## src/rtl/approx_peak_tracker.sv

```systemverilog
// Streaming running-maximum tracker driven by an external approximate 8-bit comparator.
// Emits one registered peak/index/count/tie summary per frame over a valid/ready stream.
module approx_peak_tracker #(
  parameter int unsigned DATA_W = 8,
  parameter int unsigned IDX_W  = 8,
  parameter int unsigned TIE_W  = 4
) (
  input  logic              clk,
  input  logic              rst_n,
  input  logic              s_valid,
  output logic              s_ready,
  input  logic [DATA_W-1:0] s_data,
  input  logic              s_last,
  output logic [DATA_W-1:0] cmp_a,
  output logic [DATA_W-1:0] cmp_b,
  input  logic              cmp_agtb,
  input  logic              cmp_altb,
  input  logic              cmp_aeqb,
  output logic              m_valid,
  input  logic              m_ready,
  output logic [DATA_W-1:0] m_peak,
  output logic [IDX_W-1:0]  m_index,
  output logic [IDX_W-1:0]  m_count,
  output logic [TIE_W-1:0]  m_ties,
  output logic              m_ovf,
  output logic              m_cmp_err
);

  typedef enum logic [1:0] {FIRST, ACC, OUT} state_t;

  state_t            state;
  logic [DATA_W-1:0] peak_r;
  logic [IDX_W-1:0]  idx_r;
  logic [IDX_W-1:0]  cnt_r;
  logic [TIE_W-1:0]  ties_r;
  logic              ovf_r;
  logic              err_r;
  logic              s_ready_r;
  logic              m_valid_r;

  logic s_acc_c;
  logic m_acc_c;
  logic cnt_sat_c;
  logic ties_sat_c;

  assign s_acc_c    = s_valid & s_ready_r;
  assign m_acc_c    = m_valid_r & m_ready;
  assign cnt_sat_c  = (cnt_r == {IDX_W{1'b1}});
  assign ties_sat_c = (ties_r == {TIE_W{1'b1}});

  // Comparator operands: incoming sample against the running peak.
  assign cmp_a = s_data;
  assign cmp_b = peak_r;

  always_ff @(posedge clk or negedge rst_n) begin
    if (!rst_n) begin
      state     <= FIRST;
      peak_r    <= '0;
      idx_r     <= '0;
      cnt_r     <= '0;
      ties_r    <= '0;
      ovf_r     <= 1'b0;
      err_r     <= 1'b0;
      s_ready_r <= 1'b1;
      m_valid_r <= 1'b0;
    end else begin
      case (state)
        FIRST: begin
          if (s_acc_c) begin
            peak_r <= s_data;
            idx_r  <= '0;
            cnt_r  <= IDX_W'(1);
            ties_r <= '0;
            ovf_r  <= 1'b0;
            err_r  <= 1'b0;
            if (s_last) begin
              state     <= OUT;
              s_ready_r <= 1'b0;
              m_valid_r <= 1'b1;
            end else begin
              state <= ACC;
            end
          end
        end
        ACC: begin
          if (s_acc_c) begin
            // AgtB wins over AeqB; no flag (bits 3:2 differ under an equal top nibble) keeps the peak.
            if (cmp_agtb) begin
              peak_r <= s_data;
              idx_r  <= cnt_r;
              ties_r <= '0;
            end else if (cmp_aeqb && !ties_sat_c) begin
              ties_r <= ties_r + TIE_W'(1);
            end
            if (cmp_agtb && cmp_altb) begin
              err_r <= 1'b1;
            end
            if (cnt_sat_c) begin
              ovf_r <= 1'b1;
            end else begin
              cnt_r <= cnt_r + IDX_W'(1);
            end
            if (s_last) begin
              state     <= OUT;
              s_ready_r <= 1'b0;
              m_valid_r <= 1'b1;
            end
          end
        end
        OUT: begin
          if (m_acc_c) begin
            state     <= FIRST;
            s_ready_r <= 1'b1;
            m_valid_r <= 1'b0;
          end
        end
        default: begin
          state     <= FIRST;
          s_ready_r <= 1'b1;
          m_valid_r <= 1'b0;
        end
      endcase
    end
  end

  assign s_ready   = s_ready_r;
  assign m_valid   = m_valid_r;
  assign m_peak    = peak_r;
  assign m_index   = idx_r;
  assign m_count   = cnt_r;
  assign m_ties    = ties_r;
  assign m_ovf     = ovf_r;
  assign m_cmp_err = err_r;

endmodule

```

## config.mk

```make
export PLATFORM = sky130hd
export DESIGN_NAME = approx_peak_tracker
export DESIGN_NICKNAME = d
export VERILOG_FILES = /design/src/rtl/approx_peak_tracker.sv
export SDC_FILE = /design/constraint.sdc
export NUM_CORES = 1
export LEC_CHECK = 0
export BUFFER_PORTS_ARGS = -buffer_cell sky130_fd_sc_hd__buf_2
export CORE_ASPECT_RATIO = 0.7
export CORE_MARGIN = 4
export CORE_UTILIZATION = 40
export CTS_CLUSTER_DIAMETER = 150
export DETAILED_ROUTE_END_ITERATION = 10
export PLACE_DENSITY_LB_ADDON = 0.12
export SYNTH_ARGS = -nofsm -noshare
export SYNTH_HDL_FRONTEND = slang
export SYNTH_SLANG_ARGS = --single-unit
```

## constraint.sdc

```tcl
create_clock -name clk -period 1.52 [get_ports clk]
set_clock_uncertainty 0.1 [all_clocks]
set_input_delay 0.152 -clock clk [delete_from_list [all_inputs] [get_ports clk]]
set_output_delay 0.152 -clock clk [all_outputs]
set_load 0.005 [all_outputs]
```

==> metrics.txt <==
# TYPE chip_impl_metric gauge
chip_impl_info{name="critical_path.startpoint_type",value="flop"} 1
chip_impl_metric{name="num_vias",unit=""} 1501
chip_impl_metric{name="fin_hold_ws",unit="ps"} 12.2
chip_impl_metric{name="row_count",unit=""} 19
chip_impl_metric{name="max_cap_violations",unit=""} 0
chip_impl_metric{name="ys_seq_area_share",unit="%"} 50.4
chip_impl_metric{name="clk_latency",unit="ps"} 280
chip_impl_metric{name="period_minus_slack",unit="ps"} 1520
chip_impl_metric{name="grt_pass1_wl",unit="mm"} 6.68
chip_impl_metric{name="via_count_of_the_first_global_routing_pass",unit=""} 1387
chip_impl_metric{name="netlist-cell-type-count",unit=""} 33
chip_impl_metric{name="slew_at_the_pin_with_the_worst_max_slew_slack",unit="ps"} 450
chip_impl_metric{name="detailedRoute.firstPassIterationCount",unit=""} 4
chip_impl_metric{name="antenna_found_initial",unit=""} 0
chip_impl_metric{name="grtUsageMet3",unit="%"} 5.27
chip_impl_metric{name="synth_seq_cells",unit=""} 34
chip_impl_metric{name="use_met1",unit="%"} 23.1
chip_impl_metric{name="flow.area_growth_from_synthesis",unit="%"} 32.4
chip_impl_metric{name="ys_async_rst_share",unit="%"} 100
chip_impl_info{name="tritoncts",value="yes"} 1
chip_impl_metric{name="number_of_setup_violations_in_the_final_report",unit=""} 0
chip_impl_metric{name="nFillCells",unit=""} 364
chip_impl_info{name="layout.cells.most_common",value="buf_2"} 1
chip_impl_info{name="critical_path.top_delay_family",value="flip-flops"} 1
chip_impl_info{name="min_path_type",value="in -> reg"} 1
chip_impl_info{name="critPathSlowestCell",value="dfstp_2"} 1
chip_impl_metric{name="slew_headroom",unit="%"} 70.0
chip_impl_info{name="most-common-layout-cells",value="63 x buf_2, 33 x dfrtp_1, 16 x buf_4"} 1
chip_impl_info{name="crit_path_end_kind",value="flop"} 1
chip_impl_metric{name="final_nets",unit=""} 258
chip_impl_metric{name="power",unit="mW"} 1.65
chip_impl_info{name="timing.critical_path.cells",value="nand3b_1 > a21oi_4 > buf_12 > mux2_2"} 1
chip_impl_metric{name="fp.dieH",unit="µm"} 62.4
chip_impl_metric{name="timing.critical_path.fanout_max",unit=""} 10
chip_impl_metric{name="worstPathBufferInverterCount",unit=""} 1
chip_impl_metric{name="post-cts-setup-buffers",unit=""} 0
chip_impl_metric{name="drt_iter0_markers",unit=""} 64
chip_impl_metric{name="timing.fmax",unit="MHz"} 658
chip_impl_metric{name="syn_avg_cell_area",unit="µm²"} 9.82
chip_impl_metric{name="synth_edf_count",unit=""} 0
chip_impl_metric{name="tns",unit="ps"} 0
chip_impl_info{name="synth_top_area_cells",value="dfrtp_1 49%, buf_4 7.1%, mux2_2 5.3%, nand3_1 4.4%, o21ai_0 3.9%"} 1
chip_impl_metric{name="n_antenna_cell",unit=""} 0
chip_impl_metric{name="arrival",unit="ps"} 1580
chip_impl_metric{name="initial_core_util",unit="%"} 42.3
chip_impl_info{name="most_used_flip_flop_cell_after_synthesis",value="dfrtp_1"} 1
chip_impl_metric{name="power_per_cell_area",unit="nW/µm²"} 736
chip_impl_metric{name="fin_area",unit="µm²"} 2240
chip_impl_metric{name="drcViolationCount",unit=""} 0
chip_impl_metric{name="grt.overflow.total",unit=""} 0
chip_impl_metric{name="design.core.area",unit="µm²"} 3990
chip_impl_metric{name="timing.critical_path.required",unit="ps"} 1580
chip_impl_metric{name="syn_area",unit="µm²"} 1690
chip_impl_metric{name="top_level_ports",unit=""} 64
chip_impl_metric{name="maximum_number_of_pins_on_one_net_before_global_route_repair",unit=""} 19
chip_impl_metric{name="placedInstanceArea",unit="µm²"} 2100
chip_impl_info{name="worst-setup-path-type",value="reg -> reg"} 1
chip_impl_metric{name="worst_ir_drop_vdd",unit="µV"} 443
chip_impl_metric{name="htree_num_levels",unit=""} 2
chip_impl_metric{name="crit_path_max_incr_delay",unit="ps"} 530
chip_impl_metric{name="dieArea",unit="µm²"} 5340
chip_impl_metric{name="clk_transition_reported_paths",unit="ps"} 70
chip_impl_metric{name="synth_top_area_share",unit="%"} 48.9
chip_impl_metric{name="synth_fp_nets",unit=""} 190
chip_impl_metric{name="routabilityCongestion",unit=""} 0.802
chip_impl_info{name="grt_setup_unrepaired",value="yes"} 1
chip_impl_metric{name="grt.met2_usage",unit="%"} 22.6
chip_impl_info{name="synth_largest_area_cell",value="dfrtp_1"} 1
chip_impl_metric{name="min_period_over_period",unit="%"} 99.9
chip_impl_metric{name="post_synth_inst_count",unit=""} 172
chip_impl_metric{name="fp.dieW",unit="µm"} 85.7
chip_impl_metric{name="power_leakage",unit="nW"} 1.19
chip_impl_metric{name="share_of_the_core_filled_with_cells_in_the_final_layout",unit="%"} 56.0
chip_impl_info{name="cts_root_buf",value="clkbuf_8"} 1
chip_impl_metric{name="portBuffers",unit=""} 63
chip_impl_metric{name="drive_above_1_share",unit="%"} 44.4
chip_impl_metric{name="clk_path_buf_depth",unit=""} 2
chip_impl_info{name="top_usage_layer",value="met1"} 1
chip_impl_metric{name="gr-usage-all-layers",unit="%"} 15.9
chip_impl_metric{name="synth_warn",unit=""} 0
chip_impl_metric{name="hold_violations",unit=""} 0
chip_impl_metric{name="cts_inserted_buffers",unit=""} 5
chip_impl_metric{name="avgRoutedWirePerCell",unit="µm"} 14.2
chip_impl_metric{name="ant_nets",unit=""} 0
chip_impl_info{name="run_status",value="finished, final reports clean"} 1
chip_impl_metric{name="route.final.wire_length",unit="mm"} 4.15
chip_impl_metric{name="max_slew_violations",unit=""} 0
chip_impl_metric{name="cts.sink_count",unit=""} 34
chip_impl_metric{name="dpl.hpwl",unit="mm"} 3.15
chip_impl_metric{name="detail_route.vias_per_cell",unit=""} 5.12
[metal layers]
metal	up-vias	share of wire (%)	wire length (µm)
met1	698	48	2010
met5	-	0	0
met2	68	41	1710
li1	731	-	-
met4	0	0.82	34
met3	4	9.5	394
[registers in the layout, indices dropped and copies added, names as in the netlist]
register   flops
cmp_b          8
m_cmp_err      1
m_count        8
m_index        8
m_ovf          1
m_ties         4
m_valid        1
s_ready        1
state          2
[logic make-up (layout without fill, tap and decap cells)]
family	after synthesis	in the layout	share of synthesized area (%)
compound gates	42	42	16.0
fa+ha+maj	2	2	1.48
buf+inv	34	103	11.9
flops	34	34	50.4
mux	8	8	5.33
simple gates	52	52	14.9
[worst reg2reg max path, stage by stage (launching register included)]
cell	delay (ps)
dfstp_2	530
nand3b_1	130
a21oi_4	160
buf_12	150
mux2_2	330
[Yosys cell counts, types with 2 or more instances]
cell type  count
dfrtp_1       33
a41oi_1        2
inv_1         11
buf_2          4
a21o_1         2
a32o_1         2
o31ai_1        2
nor2_1        13
buf_4         16
nand3_1       15
a31oi_1        5
clkbuf_1       2
ha_1           2
nor3_1         2
a21oi_1       11
o21ai_0       13
mux2_2         8
nand2_1       12
and3_1         3
[repair_timing]
action                                 in CTS  in global routing
endpoints found under the hold margin      16                  0
hold buffers                                1                  0
resized for setup                           2                 13
gates cloned                                0                  0
setup endpoints to repair                   6                 28
pin swaps                                   0                  2
[final cells by class]
type	count	area, µm²	share of cell area, %
Multi-Input combinational cell	104	679	30.4
Clock inverter	1	5.00	0.224
Clock buffer	7	86.3	3.86
Sequential cell	34	852	38.1
Tap cell	52	65.1	2.91
Timing Repair Buffer	84	508	22.7
Inverter	11	41.3	1.85
[final timing paths]
path	startpoint	endpoint	slack [ps]	cells past startpoint
setup / recovery	s_ready$_DFFE_PN1P_	cmp_b[2]$_DFFE_PN0P_	1	4
hold / removal	s_data[5]	cmp_b[5]$_DFFE_PN0P_	10	2
setup reg to reg	s_ready$_DFFE_PN1P_	cmp_b[2]$_DFFE_PN0P_	1	4
hold reg to reg	m_cmp_err$_DFFE_PN0P_	m_cmp_err$_DFFE_PN0P_	410	2
max in group asynchronous	rst_n	m_count[7]$_DFFE_PN0P_	640	3
min in group asynchronous	rst_n	m_index[3]$_DFFE_PN0P_	250	2
[where the power goes]
part	switching, mW	leakage, nW	internal (mW)
clock network	0.308	0.0482	0.365
logic	0.0386	0.720	0.0298
registers	0	0.419	0.905
[through the flow]
stage / setup WS [ps] / cells
6_report: 1.19 / 293
5_1_grt: -68.0 / 293
4_1_cts: -10.5 / 293
3_5_place_dp: -6.42 / 284
3_3_place_gp: 33.8 / 284
2_1_floorplan: -61.0 / 172
Power figures use the tool's default switching activity.
